==> config.mk <==
export PLATFORM = sky130hd
export DESIGN_NAME = sq_cbrt_sum
export DESIGN_NICKNAME = d
export VERILOG_FILES = /design/src/rtl/sq_cbrt_sum_pkg.sv /design/src/rtl/sq_cbrt_sum.sv
export SDC_FILE = /design/constraint.sdc
export NUM_CORES = 1
export LEC_CHECK = 0
export CAP_MARGIN = 20
export CORE_ASPECT_RATIO = 1.1
export CORE_UTILIZATION = 50
export CTS_CLUSTER_SIZE = 8
export DETAILED_ROUTE_END_ITERATION = 10
export PLACE_DENSITY = 0.74
export SLEW_MARGIN = 10
export SYNTH_ARGS = -nofsm -noshare
export SYNTH_HDL_FRONTEND = slang
export SYNTH_SLANG_ARGS = --single-unit
==> constraint.sdc <==
create_clock -name clk -period 4.2 [get_ports clk]
set_input_delay 1.05 -clock clk [delete_from_list [all_inputs] [get_ports clk]]
set_output_delay 1.05 -clock clk [all_outputs]
set_load 0.01 [all_outputs]
==> src/rtl/sq_cbrt_sum_pkg.sv <==
// Shared definitions for the a^2 + cbrt(b) combiner: default width, state encoding
// and result width helper.
package sq_cbrt_sum_pkg;

    localparam int WIDTH_DEF = 8;

    typedef enum logic [1:0] {
        IDLE      = 2'd0,
        SQ        = 2'd1,
        WAIT_CBRT = 2'd2,
        ADD       = 2'd3
    } state_t;

    function automatic int res_width(input int w);
        return 2 * w;
    endfunction

endpackage

==> src/rtl/sq_cbrt_sum.sv <==
// y = a^2 + cbrt(b): launches the external cube-root unit on b while squaring a with
// an iterative shift-add, then adds the root to the square through the same adder.
module sq_cbrt_sum
    import sq_cbrt_sum_pkg::*;
#(
    parameter int WIDTH = WIDTH_DEF
) (
    input  logic                        clk,
    input  logic                        rst,
    input  logic                        start,
    input  logic [WIDTH-1:0]            a_in,
    input  logic [WIDTH-1:0]            b_in,
    output logic                        cbrt_start,
    output logic [WIDTH-1:0]            cbrt_x,
    input  logic                        cbrt_busy,
    input  logic [WIDTH-1:0]            cbrt_y,
    output logic [res_width(WIDTH)-1:0] y_out,
    output logic                        busy_o
);

    localparam int RW = res_width(WIDTH);
    localparam int CW = $clog2(WIDTH);
    localparam logic [CW-1:0] CNT_LAST = CW'(WIDTH - 1);

    state_t           state_q;
    logic [RW-1:0]    acc_q;
    logic [RW-1:0]    mcand_q;
    logic [WIDTH-1:0] mplier_q;
    logic [CW-1:0]    cnt_q;
    logic [WIDTH-1:0] root_q;

    logic [RW-1:0]    add_b_d;
    logic [RW-1:0]    sum_d;

    // The one adder: multiplicand while squaring, zero-extended root for the final sum.
    always_comb begin
        add_b_d = {{WIDTH{1'b0}}, root_q};
        if (state_q == SQ) begin
            add_b_d = mcand_q;
        end
        sum_d = acc_q + add_b_d;
    end

    always_ff @(posedge clk) begin
        if (rst) begin
            state_q    <= IDLE;
            acc_q      <= '0;
            mcand_q    <= '0;
            mplier_q   <= '0;
            cnt_q      <= '0;
            root_q     <= '0;
            cbrt_start <= 1'b0;
            cbrt_x     <= '0;
            y_out      <= '0;
            busy_o     <= 1'b0;
        end else begin
            case (state_q)
                IDLE: begin
                    if (start) begin
                        cbrt_x     <= b_in;
                        cbrt_start <= 1'b1;
                        busy_o     <= 1'b1;
                        acc_q      <= '0;
                        mcand_q    <= {{WIDTH{1'b0}}, a_in};
                        mplier_q   <= a_in;
                        cnt_q      <= '0;
                        state_q    <= SQ;
                    end
                end
                SQ: begin
                    cbrt_start <= 1'b0;
                    if (mplier_q[0]) begin
                        acc_q <= sum_d;
                    end
                    mcand_q  <= mcand_q << 1;
                    mplier_q <= mplier_q >> 1;
                    cnt_q    <= cnt_q + 1'b1;
                    if (cnt_q == CNT_LAST) begin
                        state_q <= WAIT_CBRT;
                    end
                end
                WAIT_CBRT: begin
                    // Safe to look at busy now: the squaring phase outlasts its late rise.
                    if (!cbrt_busy) begin
                        root_q  <= cbrt_y;
                        state_q <= ADD;
                    end
                end
                ADD: begin
                    y_out   <= sum_d;
                    busy_o  <= 1'b0;
                    state_q <= IDLE;
                end
                default: state_q <= IDLE;
            endcase
        end
    end

endmodule

# Word level (Yosys, flattened, before mapping)
# Cells that the tools add are included.
# totals
reg_bits	79
inputBits	28
output_inout_bits	26
wordCells	47
# classes
add_sub_neg	2
eq_ne	8
mux	17
bitwise_logic	1
reduce_logical	9
# op_table
cell	count
two-way mux 16 bit	4
case mux 16 bit (2 select lines)	2
adder 16 bit	1
case mux 8 bit (2 select lines)	1
two-way mux 8 bit	1
case mux 2 bit (4 select lines)	1
AND reduction 2 bit	4
two-way mux 2 bit	3
inequality test 2 bit, second input constant	3
case mux 3 bit (2 select lines)	1
AND reduction 3 bit	2
== test 2 bit, second input constant	2
case mux 1 bit (2 select lines)	2
nonzero test 2 bit	2
adder 3 x 1 -> 3 bit, second input constant	1
== test 3 bit, second input constant	1
two-way mux 3 bit	1
== test 2 x 1 -> 1 bit, second input constant	1
logical NOT 2 bit	1
inequality test 2 x 1 -> 1 bit, second input constant	1
two-way mux 1 bit	1
NOT 1 bit	1

# Depth between registers and ports, before layout
# logic_depth
depth_word	5
mapped_depth	14
depth_no_buf	12

# Worst setup path before layout
# Ideal clock, no wire load.
# synth_timing
kind	register -> register
from	register state_q[1]
to	register y_out[14]
setup_ps	95
arrival_ps	3014
t_required_ps	4105
setup_slack_ps	1091
stages_incl_launch_ff	15
n_path_buf	2
period_less_slack_ps	3109
path_cell_list	dfxtp_1 -> inv_1 -> ha_1 -> buf_2 -> clkbuf_1 -> mux2_2 -> ha_1 -> inv_1 -> fa_1 -> nand2b_1 -> a21o_1 -> a21oi_1 -> a21oi_2 -> or4_1 -> o311ai_1
# synth_via
elab_chain_cells	3
elab_cells_between_ends	4
classes_between	add/sub: 1; eq/ne: 2; mux: 1
# synth_lines
element	line	rtl
from (decl)	sq_cbrt_sum.sv:25	state_t state_q;
from (signal assigned)	sq_cbrt_sum.sv:46	state_q <= IDLE;
from (signal assigned)	sq_cbrt_sum.sv:67	state_q <= SQ;
from (signal assigned)	sq_cbrt_sum.sv:79	state_q <= WAIT_CBRT;
== test 2 x 1 -> 1 bit	sq_cbrt_sum.sv:38	if (state_q == SQ) begin
two-way mux 16 bit	sq_cbrt_sum.sv:38	
adder 16 bit	sq_cbrt_sum.sv:41	sum_d = acc_q + add_b_d;
to (signal assigned)	sq_cbrt_sum.sv:90	y_out <= sum_d;
to (decl)	sq_cbrt_sum.sv:17	output logic [res_width(WIDTH)-1:0] y_out,
# Several ways; a longest one is shown, not always the timed one.
# A chain may end at the register's enable or synchronous reset.

# Final worst setup path
# layout_timing
from	register state_q[1]
to	register acc_q[13]
# layout_via
elab_chain_cells	5
elab_cells_between_ends	10
classes_between	add/sub: 1; eq/ne: 3; mux: 3; reduce/logical: 3
# layout_lines
element	line	rtl
== test 2 x 1 -> 1 bit	sq_cbrt_sum.sv:38	
two-way mux 16 bit	sq_cbrt_sum.sv:38	
named net add_b_d[9]	sq_cbrt_sum.sv:32	logic [RW-1:0] add_b_d;
adder 16 bit	sq_cbrt_sum.sv:41	
two-way mux 16 bit	sq_cbrt_sum.sv:72	if (mplier_q[0]) begin
case mux 16 bit (2 select lines)	sq_cbrt_sum.sv:57	case (state_q)
to (signal assigned)	sq_cbrt_sum.sv:73	acc_q <= sum_d;
to (decl)	sq_cbrt_sum.sv:26	logic [RW-1:0] acc_q;
# The timed path passes the listed nets, and every way through them passes these cells. The select of a mux whose other input is x is not followed.

==> reports/results.env <==
OUTCOME='finished clean'
TOTAL_PLACED_INSTANCE_AREA_MM2=0.004529
CTS.REPAIR_TIMING.SETUP_BUFFER_COUNT=0
FLOORPLAN.DIE_AREA_MM2=0.008255
NUM-NETS-FINAL=540
POST-SYNTH-TOP-AREA-CELL='sky130_fd_sc_hd__dfxtp_1'
SYN2LAYOUT_AREA_GROWTH_PCT=20.51
DRV_SLEW=0
MAXCLOCKFREQUENCY_MHz=321.8
WIRE_PER_INST_UM=14.85
DISTINCT_CELL_TYPE_COUNT_AFTER_SYNTHESIS=55
STAGE_DELAY_OF_THE_SLOWEST_CELL_ON_THE_CRITICAL_PATH_NS=0.48
TIMING.SLEW.HEADROOM_PCT=34.98
VIAS_PER_CELL=5.477
CLK_PATH_BUF_DEPTH=2
GROUTE.LAYER.MET2.USAGE_PCT=37.04
GRT_SETUP_UNREPAIRED='no'
GP_CONGESTION=0.8322
BOUNDARYPINS=54
POWER_LEAKAGE_nW=1.838
ANTENNA_FOUND_INITIAL=0
SYNTH_AREA_MM2=0.003948
INITIAL_UTILIZATION_PCT=52.24
REMAINING_ANTENNA_VIOLATION_COUNT=0
DRC=0
PLACEABLECOREAREA_MM2=0.007556
DRV_CAP=0
POST_CTS_HOLD_BUFFER_COUNT=0
CTS_MADE_BUFFERS=9
POST-ROUTE-UTIL_PCT=62.96
ROUTED-VIA-COUNT=3275
POSTSYNTHREGISTERBITS=79
SETUP_VIOLATIONS=0
SETUP.WORST_PATH.START_CLASS='register'
CRITPATHARRIVALTIME_NS=3.35
CTS-HTREE-LEVELS=3
CLOCK-ROOT-BUFFER='sky130_fd_sc_hd__clkbuf_8'
PLACE.DETAILED.HPWL_UM=6508
WORST_PATH_SLOWEST_CELL='sky130_fd_sc_hd__ha_1'
YOSYS_WARNINGS=0
CHIPWIDTH_UM=86.72
DIODES=0
BUFFERS_AND_INVERTERS_ON_THE_WORST_PATH=1
DRIVE_ABOVE_1_SHARE_PCT=8.114
FIN_CRIT_SH_PCT=74.00
WORST_PATH_REQUIRED_TIME_NS=4.44
PLACED_CELLS=582
CRITICAL_PATH.TOP_DELAY_FAMILY='adder cells'
POST_CTS_RESIZE_COUNT=0
MAX_SLEW.WORST_PIN.SLEW_NS=0.9753
DIE_H_UM=95.19
POWER-PER-CELL-AREA_mW_PER_MM2=496.8
TRITONCTS_NUM_SINKS=79
BUSIEST_LAYER='met2'
POST_SYNTH_INST_COUNT=446
POSTSYNTH.TOPFLOPCELL='sky130_fd_sc_hd__dfxtp_1'
WORST-PATH-MAX-FANOUT=18
GRT_USAGE_PCT=23.12
SETUP_TOTAL_NEGATIVE_SLACK_NS=0
SYNTH_TOP_AREA_SHARE_PCT=40.06
MAX_CLOCK_SKEW_NS=0.01755
SYNTH-EDFF-COUNT=0
CLOCK_TREE_FROM_TRITONCTS='built'
MAXIMUM_NUMBER_OF_PINS_ON_ONE_NET_BEFORE_GLOBAL_ROUTE_REPAIR=54
HOLD_CLASS='register to register'
IO_BUFFERS=53
FINAL_CELL_AREA_MM2=0.004757
SYNTH.TOP_CELLS.BY_AREA='sky130_fd_sc_hd__dfxtp_1 (40%), sky130_fd_sc_hd__mux2i_1 (7.6%), sky130_fd_sc_hd__ha_1 (7.3%)'
LAYOUT.CELLS.MOST_COMMON='sky130_fd_sc_hd__dfxtp_1'
MOST-COMMON-LAYOUT-CELLS='sky130_fd_sc_hd__dfxtp_1 (79), sky130_fd_sc_hd__nor2_1 (58), sky130_fd_sc_hd__clkdlybuf4s50_1 (52)'
SYNTHESIS.AREA_PER_INSTANCE_UM2=8.851
GLOBAL_ROUTE.USAGE.MET3_PCT=2.857
HOLD-WORST-SLACK_NS=0.4553
GRT_FIRST_PASS_WIRELENGTH_UM=14770
SYNTH_NETS=498
CLK-INSERTION-DELAY-LATE_NS=0.36
FIRST_GLOBAL_VIAS=3042
DRT_FIRST_ITER_VIOLATIONS=238
PERIOD_MINUS_SLACK_NS=3.108
DRT_PASS1_ITERATIONS=4
CTS.REPORTEDPATHS.CLKPINSLEW_NS=0.08
YS_ASYNC_SR_FRACTION_PCT=0
NUM_ROWS=33
GLOBAL_ROUTE.USAGE.MET1_PCT=31.56
PATH_CELLS='inv_1 > ha_1 > and2_1 > ha_1 > nand4_2 > or3_1 > a31o_1 > a31o_1 > a32o_1'
ENDPOINT_KIND='register'
SETUP.WORST_PATH.CLASS='register to register'
PEAKVDDDROP_mV=0.2733
GR-TOTAL-OVERFLOW=0
STDCELL_COUNT=598
SYNTH_SEQUENTIAL_AREA_RATIO_PCT=40.06
WL_FINAL_UM=8882
HOLD_VIOL=0
[synthesized netlist by cell type, types with 5 or more instances]
| cell type | count |
|---|---|
| sky130_fd_sc_hd__clkbuf_1 | 20 |
| sky130_fd_sc_hd__a211oi_1 | 16 |
| sky130_fd_sc_hd__nor3_1 | 5 |
| sky130_fd_sc_hd__mux2i_1 | 30 |
| sky130_fd_sc_hd__a21oi_1 | 35 |
| sky130_fd_sc_hd__dfxtp_1 | 79 |
| sky130_fd_sc_hd__and2_1 | 8 |
| sky130_fd_sc_hd__o21ai_0 | 8 |
| sky130_fd_sc_hd__mux2_2 | 8 |
| sky130_fd_sc_hd__nand2_1 | 48 |
| sky130_fd_sc_hd__nor2_1 | 58 |
| sky130_fd_sc_hd__nand3_1 | 7 |
| sky130_fd_sc_hd__ha_1 | 23 |
| sky130_fd_sc_hd__inv_1 | 12 |
| sky130_fd_sc_hd__xor2_1 | 7 |
| sky130_fd_sc_hd__xnor2_1 | 6 |
| sky130_fd_sc_hd__a22oi_1 | 9 |
[sequential cells by signal (all words and copies together) (netlist names)]
name,flops
acc_q,16
mcand_q,16
y_out,16
cbrt_x,8
mplier_q,8
root_q,8
cnt_q,3
state_q,2
busy_o,1
cbrt_start,1
[metal layers]
metal / up-vias / routed length [um]
met2: 58 / 4208
met5: - / 0
li1: 1668 / -
met4: 0 / 144
met1: 1535 / 4238
met3: 14 / 291
[through the flow]
| step | total power [mW] | setup slack [ns] |
|---|---|---|
| after floorplan | 1.495 | 1.091 |
| after global placement | 1.710 | 1.155 |
| after detailed placement | 1.732 | 1.105 |
| after CTS | 2.380 | 1.091 |
| after global routing | 2.511 | 0.8962 |
| final | 2.363 | 1.092 |
[worst register-to-register path: cells and delay by family (launching register included)]
| family | cells | cell delay (ns) |
|---|---|---|
| flops | 1 | 0.38 |
| buf+inv | 1 | 0.09 |
| compound gates | 3 | 0.70 |
| simple gates | 3 | 0.88 |
| fa+ha+maj | 2 | 0.94 |
[final cells by class]
class / instances / area, um^2
Clock buffer: 11 / 141.4
Clock inverter: 5 / 86.33
Timing Repair Buffer: 60 / 578.1
Fill cell: 681 / 2799
Sequential cell: 79 / 1582
Multi-Input combinational cell: 325 / 2190
Inverter: 13 / 48.80
Tap cell: 105 / 131.4
[worst paths after layout]
path | slack [ns] | start | cells after the start | end
max | 1.09 | state_q[1] | 9 | acc_q[13]
min | 0.46 | mcand_q[10] | 2 | mcand_q[10]
max reg2reg | 1.09 | state_q[1] | 9 | acc_q[13]
min reg2reg | 0.46 | mcand_q[10] | 2 | mcand_q[10]
[logic make-up after synthesis]
group | after synthesis | share of synthesized area, %
AO/OA/AOI/OAI | 104 | 18.35
XOR/XNOR | 13 | 2.884
adder cells (fa/ha/maj) | 24 | 7.797
buffers and inverters | 42 | 4.564
flip-flops | 79 | 40.06
multiplexers | 38 | 9.889
AND/OR/NAND/NOR | 146 | 16.45
[power breakdown]
| part | switching, mW | internal, mW |
|---|---|---|
| Sequential | 0.0759 | 0.859 |
| Combinational | 0.453 | 0.320 |
| Clock | 0.298 | 0.358 |
| Total | 0.827 | 1.54 |
Note: power is estimated with default switching activity, not from simulation.
